<file path="src/rtl/clock_edit_ctrl.sv">
// Front-panel button controller for the 24 h clock: debounced buttons feed a
// field-select FSM, increment pulses with auto-repeat, window offset, blink and idle exit.
module clock_edit_ctrl #(
   parameter int unsigned DEBOUNCE_CYC = 1_000_000,
   parameter int unsigned REPEAT_DLY   = 25_000_000,
   parameter int unsigned REPEAT_RATE  = 5_000_000,
   parameter int unsigned BLINK_HALF   = 12_500_000,
   parameter int unsigned IDLE_TIMEOUT = 500_000_000
) (
   input  logic       clk,
   input  logic       rst,
   input  logic [3:0] bt,
   output logic [1:0] sel,
   output logic       inc_h,
   output logic       inc_m,
   output logic       inc_s,
   output logic [1:0] off,
   output logic       blink,
   output logic       run_en
);

   typedef enum logic [1:0] {
      SEL_RUN  = 2'd0,
      SEL_HOUR = 2'd1,
      SEL_MIN  = 2'd2,
      SEL_SEC  = 2'd3
   } sel_t;

   localparam logic [31:0] DB_LIMIT   = 32'(DEBOUNCE_CYC);
   localparam logic [31:0] DLY_LAST   = 32'(REPEAT_DLY - 1);
   localparam logic [31:0] RATE_LAST  = 32'(REPEAT_RATE - 1);
   localparam logic [31:0] BLINK_LAST = 32'(BLINK_HALF - 1);
   localparam logic [31:0] IDLE_LAST  = 32'(IDLE_TIMEOUT - 1);

   logic [3:0] press;
   logic       inc_held;

   generate
      for (genvar gi = 0; gi < 4; gi++) begin : g_btn
         logic        sync1_reg, sync2_reg, stable_reg, stable_prev_reg;
         logic [31:0] db_cnt_reg;

         // The stable level only flips after the synced level has disagreed for DB_LIMIT+1 edges.
         always_ff @(posedge clk) begin
            if (rst) begin
               sync1_reg       <= 1'b0;
               sync2_reg       <= 1'b0;
               stable_reg      <= 1'b0;
               stable_prev_reg <= 1'b0;
               db_cnt_reg      <= '0;
            end else begin
               sync1_reg       <= bt[gi];
               sync2_reg       <= sync1_reg;
               stable_prev_reg <= stable_reg;
               if (sync2_reg == stable_reg) begin
                  db_cnt_reg <= '0;
               end else if (db_cnt_reg == DB_LIMIT) begin
                  stable_reg <= sync2_reg;
                  db_cnt_reg <= '0;
               end else begin
                  db_cnt_reg <= db_cnt_reg + 32'd1;
               end
            end
         end

         assign press[gi] = stable_reg & ~stable_prev_reg;
      end
   endgenerate

   assign inc_held = g_btn[2].stable_reg;

   sel_t        sel_reg, sel_next;
   logic [1:0]  off_reg, off_next;
   logic        inc_h_reg, inc_h_next, inc_m_reg, inc_m_next, inc_s_reg, inc_s_next;
   logic        blink_reg, blink_next, run_en_reg, run_en_next;
   logic [31:0] idle_cnt_reg, idle_cnt_next, blink_cnt_reg, blink_cnt_next;
   logic [31:0] rep_cnt_reg, rep_cnt_next;
   logic        rep_act_reg, rep_act_next, rep_dly_done_reg, rep_dly_done_next;
   logic        sel_chg, inc_fire, rep_due, idle_expired;

   always_comb begin
      sel_next          = sel_reg;
      off_next          = off_reg;
      inc_h_next        = 1'b0;
      inc_m_next        = 1'b0;
      inc_s_next        = 1'b0;
      inc_fire          = 1'b0;
      blink_next        = blink_reg;
      blink_cnt_next    = blink_cnt_reg;
      idle_cnt_next     = idle_cnt_reg;
      rep_act_next      = rep_act_reg;
      rep_cnt_next      = rep_cnt_reg;
      rep_dly_done_next = rep_dly_done_reg;

      rep_due = rep_act_reg && inc_held &&
                (rep_cnt_reg == (rep_dly_done_reg ? RATE_LAST : DLY_LAST));
      // A press in the same cycle as the timeout keeps the user in the edit state.
      idle_expired = (sel_reg != SEL_RUN) && !(|press) && (idle_cnt_reg == IDLE_LAST);

      if (press[0] && !press[1]) begin
         off_next = (off_reg == 2'd2) ? 2'd2 : off_reg + 2'd1;
      end else if (press[1] && !press[0]) begin
         off_next = (off_reg == 2'd0) ? 2'd0 : off_reg - 2'd1;
      end

      if (press[3]) begin
         sel_next = sel_t'(sel_reg + 2'd1);
         if (sel_next == SEL_HOUR) begin
            off_next = 2'd0;
         end else if (sel_next == SEL_SEC) begin
            off_next = 2'd2;
         end
      end else if (idle_expired) begin
         sel_next = SEL_RUN;
      end else if (sel_reg != SEL_RUN && (press[2] || rep_due)) begin
         inc_fire   = 1'b1;
         inc_h_next = (sel_reg == SEL_HOUR);
         inc_m_next = (sel_reg == SEL_MIN);
         inc_s_next = (sel_reg == SEL_SEC);
      end

      sel_chg = (sel_next != sel_reg);

      if (sel_chg || !inc_held) begin
         rep_act_next      = 1'b0;
         rep_cnt_next      = '0;
         rep_dly_done_next = 1'b0;
      end else if (inc_fire) begin
         rep_act_next      = 1'b1;
         rep_cnt_next      = '0;
         rep_dly_done_next = !press[2];
      end else if (rep_act_reg) begin
         rep_cnt_next = rep_cnt_reg + 32'd1;
      end

      if (sel_next == SEL_RUN || sel_chg || (|press)) begin
         idle_cnt_next = '0;
      end else begin
         idle_cnt_next = idle_cnt_reg + 32'd1;
      end

      if (sel_next == SEL_RUN || sel_chg || inc_fire) begin
         blink_next     = 1'b1;
         blink_cnt_next = '0;
      end else if (blink_cnt_reg == BLINK_LAST) begin
         blink_next     = !blink_reg;
         blink_cnt_next = '0;
      end else begin
         blink_cnt_next = blink_cnt_reg + 32'd1;
      end

      run_en_next = (sel_next != SEL_SEC);
   end

   always_ff @(posedge clk) begin
      if (rst) begin
         sel_reg          <= SEL_RUN;
         off_reg          <= 2'd0;
         inc_h_reg        <= 1'b0;
         inc_m_reg        <= 1'b0;
         inc_s_reg        <= 1'b0;
         blink_reg        <= 1'b1;
         run_en_reg       <= 1'b1;
         idle_cnt_reg     <= '0;
         blink_cnt_reg    <= '0;
         rep_cnt_reg      <= '0;
         rep_act_reg      <= 1'b0;
         rep_dly_done_reg <= 1'b0;
      end else begin
         sel_reg          <= sel_next;
         off_reg          <= off_next;
         inc_h_reg        <= inc_h_next;
         inc_m_reg        <= inc_m_next;
         inc_s_reg        <= inc_s_next;
         blink_reg        <= blink_next;
         run_en_reg       <= run_en_next;
         idle_cnt_reg     <= idle_cnt_next;
         blink_cnt_reg    <= blink_cnt_next;
         rep_cnt_reg      <= rep_cnt_next;
         rep_act_reg      <= rep_act_next;
         rep_dly_done_reg <= rep_dly_done_next;
      end
   end

   assign sel    = sel_reg;
   assign off    = off_reg;
   assign inc_h  = inc_h_reg;
   assign inc_m  = inc_m_reg;
   assign inc_s  = inc_s_reg;
   assign blink  = blink_reg;
   assign run_en = run_en_reg;

endmodule

</file>
<file path="config.mk">
export PLATFORM = sky130hd
export DESIGN_NAME = clock_edit_ctrl
export DESIGN_NICKNAME = d
export VERILOG_FILES = /design/src/rtl/clock_edit_ctrl.sv
export SDC_FILE = /design/constraint.sdc
export NUM_CORES = 1
export LEC_CHECK = 0
export ABC_AREA = 1
export CORE_MARGIN = 2
export CORE_UTILIZATION = 55
export DETAILED_ROUTE_END_ITERATION = 7
export GPL_TIMING_DRIVEN = 0
export HOLD_SLACK_MARGIN = 0.03
export PLACE_DENSITY_LB_ADDON = 0.2
export SYNTH_ARGS = -nofsm -noshare
export SYNTH_HDL_FRONTEND = slang
export SYNTH_SLANG_ARGS = --single-unit
</file>
<file path="constraint.sdc">
create_clock -name clk -period 1.84 [get_ports clk]
set_input_delay 0.368 -clock clk [delete_from_list [all_inputs] [get_ports clk]]
set_output_delay 0.368 -clock clk [all_outputs]
set_load 0.05 [all_outputs]
</file>
==> results of run 1 <==
==> synth_stat cells (all sizes together) <==
master	n	share of area
o211ai	2	0.0012
and3	2	0.00097
mux2i	1	0.00077
o21bai	2	0.0012
nand3b	5	0.0029
dfxtp	251	0.39
nand4	85	0.043
nor3b	25	0.015
xnor2	29	0.020
nand2	325	0.096
o21ai	27	0.010
o2111ai	1	0.00068
buf	17	0.011
xor2	94	0.064
a21oi	46	0.018
nand3	79	0.034
nor4	35	0.017
inv	300	0.087
a31oi	9	0.0044
or2	13	0.0063
a211oi	4	0.0023
clkbuf	8	0.0023
nor3	113	0.044
o21a	2	0.0012
ha	18	0.017
nor2	364	0.11
==> timing repair <==
action	in CTS	in global routing
buffers inserted	34	40
pin swaps	28	52
gates resized for setup	154	226
cloned	8	3
setup endpoints to repair	226	224
==> layout by cell type (no fill, tap or decap), types with 10 or more instances in the layout <==
master     synthesis  layout
nand2_1          317     298
inv_1            299     278
nor2_1           343     265
dfxtp_1          251     207
xor2_1            94      94
nor3_1           112      94
nand4_1           83      83
buf_4              0      69
nand3_1           72      58
nor2_2            17      50
nor2_4             4      49
a21oi_1           44      44
dfxtp_2            0      35
xnor2_1           29      29
clkbuf_16          0      29
nor4_1            35      27
nor3b_1           25      22
buf_6              9      21
inv_2              1      19
o21ai_0           26      19
nand2_2            7      17
nor3_2             1      16
nand3_2            5      13
or2_2             13      13
nand2_4            1      10
ha_1              18      10
==> through the flow <==
step                setup TNS (ns)  setup slack [ns]  cell area (sq um)
floorplan                        0          0.000371              13000
global placement            -45.49            -0.530              13500
detailed placement          -53.09            -0.562              13500
CTS                          -4.29           -0.0992              15300
global route                -21.27            -0.269              16300
finish                       -6.72            -0.133              16300
==> area by class of cell <==
type	count	area [sq um]	area share
multi-input cells	1281	7540	0.462
clock buffers	41	821	0.0503
clock inverters	11	186	0.0114
well taps	319	399	0.0244
inverters	300	1130	0.0695
plain buffers	24	249	0.0152
flip-flops and latches	251	5100	0.312
repair buffers	98	885	0.0542
repair inverters	1	7.51	0.000460
==> layer usage <==
layer | part of all wire | vias up | global-route usage
li1 | - | 6180 | -
met1 | 0.44 | 5675 | 0.315
met2 | 0.49 | 255 | 0.430
met3 | 0.045 | 65 | 0.0347
met4 | 0.024 | 0 | 0.0649
met5 | 0 | - | 0
==> cell families (layout without fill, tap and decap cells) <==
family | count (synthesis) | count (layout) | share of synthesized area
flops | 251 | 251 | 0.388
buf+inv | 325 | 475 | 0.100
fa+ha+maj | 18 | 18 | 0.0174
mux | 1 | 1 | 0.000774
compound gates | 93 | 93 | 0.0396
simple gates | 1046 | 1046 | 0.370
xor+xnor | 123 | 123 | 0.0833
==> worst max-delay path by stage <==
stage	from	end	cells after the start
after floorplan	sel[0]	blink_cnt_reg[12]	12
after global placement	rst	g_btn[2].db_cnt_reg[10]	8
after detailed placement	rst	g_btn[2].db_cnt_reg[23]	8
after CTS	sel[1]	rep_cnt_reg[13]	13
after global routing	sel[1]	idle_cnt_reg[26]	15
final	sel[1]	idle_cnt_reg[21]	15
==> worst max-delay path, cell delays in order, from the launching register on <==
cell     delay, ns
dfxtp_4       0.37
inv_4         0.04
ha_4          0.15
nor2_2        0.07
nand3_1       0.09
nor2_2        0.16
nand3_4       0.14
nand3_2       0.14
nand3_2       0.08
nand2_1       0.08
inv_2         0.06
buf_6         0.11
nand3_4       0.09
buf_6         0.13
buf_8         0.10
nor2_1        0.04
==> where the power goes <==
group	total, mW	switching [mW]	internal (mW)
Combinational	0.108	0.0643	0.0437
Sequential	5.44	0.00690	5.43
Clock	6.03	2.24	3.79
Total	11.6	2.31	9.26
==> impl_metrics.py, run 1 <==
metrics = {
    "yosys": {
        "syn_nets": 1881,
        "syn_area_sq_um": 12900,
        "netlist_instances": 1857,
        "ys_warn_count": 0,
        "yosysSeqAreaShare": 0.388,
        "synth.avg_cell_area_sq_um": 6.97,
        "synth_cell_types": 39,
        "ys_seq_elements": 251,
    },
    "timing": {
        "slew-limit-headroom": 0.573,
        "fmax_mhz": 507,
        "min_period_ns": 1.97,
        "setup_viol": 83,
        "setup_ws_ns": -0.133,
        "final_hold_viol_count": 0,
        "slew_violations": 0,
        "tightestPinTransition_ns": 0.636,
        "finClkSkew_ns": 0.00900,
        "hold_ws_ns": 0.399,
        "rsz0062_at_grt": "yes",
        "finalCritPeriodShare": 1.07,
    },
    "layout": {
        "largest_register_ff_count": 128,
        "final_core_util": 0.702,
        "fin_nets": 2010,
        "nFillCells": 1913,
        "fin_cells": 2326,
        "layout-drive-gt1-share": 0.214,
        "antenna_cells": 0,
        "synthToLayoutAreaGrowth_pct": 26.2,
    },
    "run_status": {
        "violations": "setup timing",
        "status": "finished, violations left",
    },
    "setup_path": {
        "cp_data_arrival_time_ns": 2.41,
        "crit_path_end_kind": "flip-flop",
        "critPathMaxFanout": 5,
        "required_ns": 2.27,
        "cp-start-kind": "flip-flop",
        "r2r-start": "sel[1]",
        "critPathKind": "flip-flop to flip-flop",
        "r2r_slack_ns": -0.13,
        "worst-r2r-cell-count": 15,
        "r2r_end": "idle_cnt_reg[21]",
    },
    "route": {
        "drtAntennaViolNets": 0,
        "dr.pass1.iters": 5,
        "via_per_inst": 5.23,
        "num_vias": 12200,
        "wire_per_inst_microns": 13.5,
        "drc": 0,
        "dr.first_iter.drc_count": 620,
        "wirelength_microns": 31400,
    },
    "placed_design": {
        "port_buffers": 14,
        "place_hpwl_microns": 20700,
        "place_congestion": 0.956,
        "post-place-cells": 2190,
    },
    "global_route": {
        "globalRouteOverflowTotal": 0,
        "antenna_found_initial": 0,
        "grt_pass1_vias": 11400,
        "grt_max_degree": 14,
        "grt_first_pass_wirelength_microns": 51200,
        "gr-usage-all-layers": 0.245,
    },
    "cts": {
        "hold_buffers": 0,
        "clockRootBuffer": "clkbuf_16",
        "cts_buffer_depth": 3,
        "cts_sinks": 251,
        "clk_latency_ns": 0.53,
        "cts_tree": "yes",
        "cts.clk_slew.worst_paths_ns": 0.06,
        "cts_inserted_buffers": 29,
        "h-tree-depth": 1,
    },
    "flow_run": {
        "cap_violations": 0,
    },
    "power_and_ir_drop": {
        "p_leak_nw": 5.53,
        "power.total_mw": 11.6,
        "ir_drop_v": 0.000687,
        "p_per_area_nw_per_um2": 709,
    },
    "floorplan": {
        "pin_count": 15,
        "design.die.area_sq_um": 24800,
        "coreArea_sq_um": 23300,
        "die_y_microns": 157,
        "die_x_microns": 157,
        "start_util": 0.556,
        "num_rows": 56,
    },
    "worst_hold_path": {
        "hold_depth": 2,
        "holdCritPathClass": "flip-flop to flip-flop",
        "hold_start": "g_btn[2].sync1_reg",
        "worstHoldEndpoint": "g_btn[2].sync2_reg",
    },
}
No activity file was read; power rests on OpenSTA's default activity.
==> run 2, diff against run 1 <==
==> constraint.sdc (replaced) <==
create_clock -name clk -period 1.84 [get_ports clk]
set_input_delay 0.552 -clock clk [delete_from_list [all_inputs] [get_ports clk]]
set_output_delay 0.552 -clock clk [all_outputs]
set_load 0.05 [all_outputs]
==> impl_metrics.py, run 2 (same netlist as run 1, synthesis figures left out) <==
metrics = {
    "global_route": {
        "grt_first_pass_wirelength_microns": 50000,
        "globalRouteOverflowTotal": 0,
        "grt_max_degree": 14,
        "grt_pass1_vias": 11200,
        "gr-usage-all-layers": 0.239,
        "antenna_found_initial": 0,
    },
    "power_and_ir_drop": {
        "p_per_area_nw_per_um2": 721,
        "intPower_mw": 9.26,
        "clock_power_share": 0.521,
        "power.total_mw": 11.6,
        "ir_drop_v": 0.000694,
        "pwr-share-comb": 0.009,
        "p_leak_nw": 5.41,
        "p_seq_frac": 0.470,
        "netSwitchingPower_mw": 2.31,
        "switching_share": 0.200,
    },
    "setup_path": {
        "cp-start-kind": "flip-flop",
        "cpMaxStageDelayCell": "dfxtp_4",
        "r2r_slack_ns": -0.08,
        "critPathKind": "flip-flop to flip-flop",
        "timing.critical_path.mode_cell": "nand3_1",
        "crit_family": "simple AND/OR/NAND/NOR gates",
        "r2r_end": "idle_cnt_reg[13]",
        "path_buf_inv": 3,
        "max_stage_delay_ns": 0.37,
        "crit_path_end_kind": "flip-flop",
        "critPathMaxFanout": 8,
        "crit_start": "sel[0]",
        "required_ns": 2.27,
        "cp_data_arrival_time_ns": 2.34,
        "r2r-start": "sel[0]",
        "cp-endpoint": "idle_cnt_reg[13]",
        "path_depth": 13,
        "path_cells": "inv_6, ha_4, nor2_2, nand3_1, nor2_2, nand3_4, nand3_1, nand3_1, nand2_1, inv_2, nand3_4, clkbuf_16, nor2_1",
        "worst-r2r-cell-count": 13,
    },
    "layout": {
        "fin_cells": 2314,
        "antenna_cells": 0,
        "final_area_sq_um": 16100,
        "layout-drive-gt1-share": 0.209,
        "fin_nets": 1998,
        "synthToLayoutAreaGrowth_pct": 24.1,
        "largest_register_ff_count": 128,
        "final_common_cell": "nand2_1",
        "final_cell_mix": "nand2_1, inv_1, nor2_1",
    },
    "cts": {
        "cts_inserted_buffers": 29,
        "cts_sinks": 251,
        "cts_tree": "yes",
        "hold_buffers": 0,
        "h-tree-depth": 1,
        "cts_buffer_depth": 3,
        "clk_latency_ns": 0.53,
        "clockRootBuffer": "clkbuf_16",
        "cts.clk_slew.worst_paths_ns": 0.06,
    },
    "route": {
        "via_per_inst": 5.21,
        "num_vias": 12100,
        "wire_per_inst_microns": 13.5,
        "drtAntennaViolNets": 0,
        "dr.first_iter.drc_count": 641,
        "dr.pass1.iters": 5,
        "wirelength_microns": 31200,
        "drc": 0,
    },
    "timing": {
        "final_hold_viol_count": 0,
        "slew-limit-headroom": 0.644,
        "slew_violations": 0,
        "tightestPinTransition_ns": 0.531,
        "finalCritPeriodShare": 1.04,
        "finClkSkew_ns": 0.00837,
        "min_period_ns": 1.92,
        "setup_ws_ns": -0.0774,
        "rsz0062_at_grt": "yes",
        "fmax_mhz": 522,
        "setup_viol": 81,
    },
    "placed_design": {
        "place_hpwl_microns": 20700,
        "place_congestion": 0.956,
        "dpl_cell_area_sq_um": 13500,
        "post-place-cells": 2190,
        "port_buffers": 14,
    },
    "flow_run": {
        "cap_violations": 0,
    },
    "floorplan": {
        "start_util": 0.556,
        "design.die.area_sq_um": 24800,
        "die_x_microns": 157,
        "num_rows": 56,
        "coreArea_sq_um": 23300,
        "die_y_microns": 157,
        "pin_count": 15,
    },
    "worst_hold_path": {
        "holdCritPathClass": "flip-flop to flip-flop",
    },
    "run_status": {
        "status": "finished, violations left",
        "violations": "setup timing",
    },
}
==> run 2: changes by cell type in the layout (fill, tap and decap cells not counted), moves of 3 or more <==
cell	before	now
nor2_4	49	38
dlygate4sd2_1	4	0
buf_6	21	16
clkbuf_8	8	5
nor2_2	50	53
dfxtp_2	35	42
nand2_2	17	20
dfxtp_1	207	202
nor2_1	265	273
clkbuf_4	2	5
==> run 2: routing by layer <==
layer	wire length, microns	vias to the layer above	GRT usage
met5	0	-	0
met4	704	0	0.0623
met3	1340	63	0.0361
met2	15100	255	0.415
met1	14000	5578	0.309
li1	-	6156	-
==> run 2: worst min path at each step <==
stage                            start            endpoint  slack (ns)  cells after the start
finish              g_btn[3].sync1_reg  g_btn[3].sync2_reg        0.40                      2
global route        g_btn[3].sync1_reg  g_btn[3].sync2_reg        0.41                      2
CTS                 g_btn[2].sync1_reg  g_btn[2].sync2_reg        0.40                      2
detailed placement  g_btn[3].sync1_reg  g_btn[3].sync2_reg        0.39                      2
global placement    g_btn[1].sync1_reg  g_btn[1].sync2_reg        0.39                      2
floorplan           g_btn[0].sync1_reg  g_btn[0].sync2_reg        0.39                      2
==> run 2: cell type report <==
cell class	count	area [sq um]
buffer	24	245
clock buffer	41	821
clock inverter	11	186
fill	1983	7210
inverter	300	1140
multi-input combinational	1281	7430
sequential	251	5100
tap	319	399
timing repair buffer	87	736
==> run 2: timing repair <==
action,4_1_cts,5_1_grt
pin swaps,23,53
endpoints found under the hold margin,0,0
gates resized for setup,140,238
endpoints found under the setup margin,226,227
buffers inserted,21,43
gates cloned,2,7
==> run 2: stage by stage <==
step,TNS [ns],worst slack (ns),hold slack (ns),utilization
6_report,-3.10,-0.0774,0.400,0.690
5_1_grt,-15.43,-0.173,0.409,0.690
4_1_cts,-0.0719,-0.00860,0.402,0.643
3_5_place_dp,-74.13,-0.746,0.394,0.580
3_3_place_gp,-70.54,-0.714,0.392,0.580
2_1_floorplan,0,0.000371,0.388,-
==> run 2: power by group through the flow <==
stage	Combinational, mW	Sequential, mW	Clock, mW
detailed placement	0.0823	5.57	0
CTS	0.0900	5.45	6.13
floorplan	0.0473	5.57	0
finish	0.104	5.44	6.03
global placement	0.0812	5.57	0
global route	0.114	5.44	6.40
==> run 2: worst register-to-register path: stages (launching register included) <==
cell and delay, ns:
dfxtp_4 0.37, inv_6 0.04, ha_4 0.15, nor2_2 0.10, nand3_1 0.10, nor2_2 0.16
nand3_4 0.13, nand3_1 0.13, nand3_1 0.09, nand2_1 0.08, inv_2 0.07, nand3_4 0.16
clkbuf_16 0.19, nor2_1 0.04
==> run 3, diff against run 2 <==
CORE_ASPECT_RATIO = 1.2   (was default)
clock period = 2.4 ns   (was 1.84 ns; I/O delays follow)
==> impl_metrics.py, run 3 (same netlist as run 1, synthesis figures left out) <==
metrics = {
    "run_status": {
        "status": "complete, no violations",
    },
    "worst_hold_path": {
        "holdCritPathClass": "flip-flop to flip-flop",
        "hold_start": "g_btn[2].sync1_reg",
        "worstHoldEndpoint": "g_btn[2].sync2_reg",
        "hold_depth": 2,
    },
    "timing": {
        "setup_viol": 0,
        "tightestPinTransition_ns": 0.543,
        "hold_ws_ns": 0.404,
        "rsz0062_at_grt": "no",
        "min_period_ns": 2.34,
        "finalCritPeriodShare": 0.975,
        "slew_violations": 0,
        "slew-limit-headroom": 0.634,
        "setup_ws_ns": 0.0609,
        "final_hold_viol_count": 0,
        "finClkSkew_ns": 0.00960,
        "fmax_mhz": 428,
    },
    "setup_path": {
        "path_depth": 1,
        "cpMaxStageDelayCell": "clkdlybuf4s50_1",
        "critPathMaxFanout": 1,
        "critPathKind": "flip-flop to primary output",
        "r2r_slack_ns": 0.18,
        "cp_data_arrival_time_ns": 1.62,
        "cp-start-kind": "flip-flop",
        "worst-r2r-cell-count": 8,
        "max_stage_delay_ns": 0.79,
        "r2r-start": "g_btn[3].db_cnt_reg[19]",
        "r2r_end": "g_btn[3].db_cnt_reg[25]",
        "crit_start": "inc_s",
        "path_buf_inv": 1,
        "required_ns": 1.68,
        "path_cells": "clkdlybuf4s50_1",
        "crit_family": "buffers and inverters",
        "crit_path_end_kind": "primary output",
    },
    "global_route": {
        "antenna_found_initial": 0,
        "grt_max_degree": 15,
        "grt_first_pass_wirelength_microns": 47000,
        "gr-usage-all-layers": 0.225,
        "grt_pass1_vias": 10700,
        "globalRouteOverflowTotal": 0,
    },
    "power_and_ir_drop": {
        "ir_drop_v": 0.000420,
        "p_per_area_nw_per_um2": 597,
        "p_leak_nw": 4.81,
    },
    "route": {
        "drc": 0,
        "wirelength_microns": 27800,
        "wire_per_inst_microns": 12.5,
        "dr.pass1.iters": 5,
        "dr.first_iter.drc_count": 560,
        "drtAntennaViolNets": 0,
        "via_per_inst": 5.12,
        "num_vias": 11500,
    },
    "layout": {
        "fin_nets": 1924,
        "nFillCells": 2185,
        "largest_register_ff_count": 128,
        "antenna_cells": 0,
        "final_cell_mix": "nor2_1, nand2_1, inv_1",
        "final_common_cell": "nor2_1",
        "layout-drive-gt1-share": 0.0645,
        "synthToLayoutAreaGrowth_pct": 11.4,
    },
    "flow_run": {
        "cap_violations": 0,
    },
    "cts": {
        "h-tree-depth": 1,
        "cts_buffer_depth": 3,
        "cts_tree": "yes",
        "cts_sinks": 251,
        "clockRootBuffer": "clkbuf_16",
        "cts.clk_slew.worst_paths_ns": 0.06,
        "cts_inserted_buffers": 27,
        "clk_latency_ns": 0.54,
    },
    "placed_design": {
        "place_hpwl_microns": 20900,
        "pre_cts_slack_ns": -0.209,
        "port_buffers": 14,
        "place_congestion": 0.944,
    },
    "floorplan": {
        "num_rows": 61,
        "start_util": 0.559,
        "pin_count": 15,
        "die_x_microns": 144,
        "design.die.area_sq_um": 24800,
        "die_y_microns": 172,
        "coreArea_sq_um": 23100,
    },
}
[run 3: changes by cell type in the layout (fill, tap and decap cells not counted), sizes merged]
cell           change
dlygate4sd2        +5
clkbuf             -7
buf               -78
bufinv             -1
inv                +1
clkinvlp           +1
clkdlybuf4s15      -3
clkinv             +4
clkdlybuf4s50      +4
[run 3: repair_timing]
action	in CTS	in global routing
resized for setup	5	10
hold buffers	0	0
buffers inserted	0	0
endpoints found under the setup margin	5	56
[run 3: stage by stage]
stage / instance area, sq um / util / cells / TNS (ns) / power (mW)
2_1_floorplan: 12900 / - / 1857 / 0 / 4.31
3_3_place_gp: 13500 / 0.583 / 2186 / -1.84 / 4.33
3_5_place_dp: 13500 / 0.583 / 2186 / -2.16 / 4.33
4_1_cts: 14400 / 0.623 / 2236 / 0 / 8.70
5_1_grt: 14400 / 0.623 / 2236 / 0 / 8.90
6_report: 14400 / 0.623 / 2236 / 0 / 8.61
[run 3: per-layer routing]
metal,global-route usage,share of wire,vias to the layer above
li1,-,-,5989
met1,0.273,0.45,5217
met2,0.411,0.49,189
met3,0.0269,0.033,58
met4,0.0759,0.026,0
met5,0,0,-
[run 3: how the worst max path moves through the flow]
stage,slack (ns),to
detailed placement,-0.21,g_btn[2].db_cnt_reg[12]
global route,0.002,inc_s
floorplan,0.20,rep_cnt_reg[22]
CTS,0.02,run_en
finish,0.06,inc_s
global placement,-0.18,g_btn[2].db_cnt_reg[23]
[run 3: cell type report]
cell class                      count  area, sq um  area share
Clock buffer                       34          742      0.0515
Sequential cell                   251         5030       0.349
Tap cell                          315          394      0.0273
Clock inverter                     16          200      0.0139
Inverter                          300         1130      0.0781
Timing Repair Buffer               14          136     0.00946
Multi-Input combinational cell   1281         6620       0.459
Buffer                             25          175      0.0121
[run 3: report_power, final]
part	switching (mW)	total (mW)	internal (mW)
clock network	1.74	4.37	2.63
logic	0.0416	0.0611	0.0195
registers	0.00486	4.18	4.17
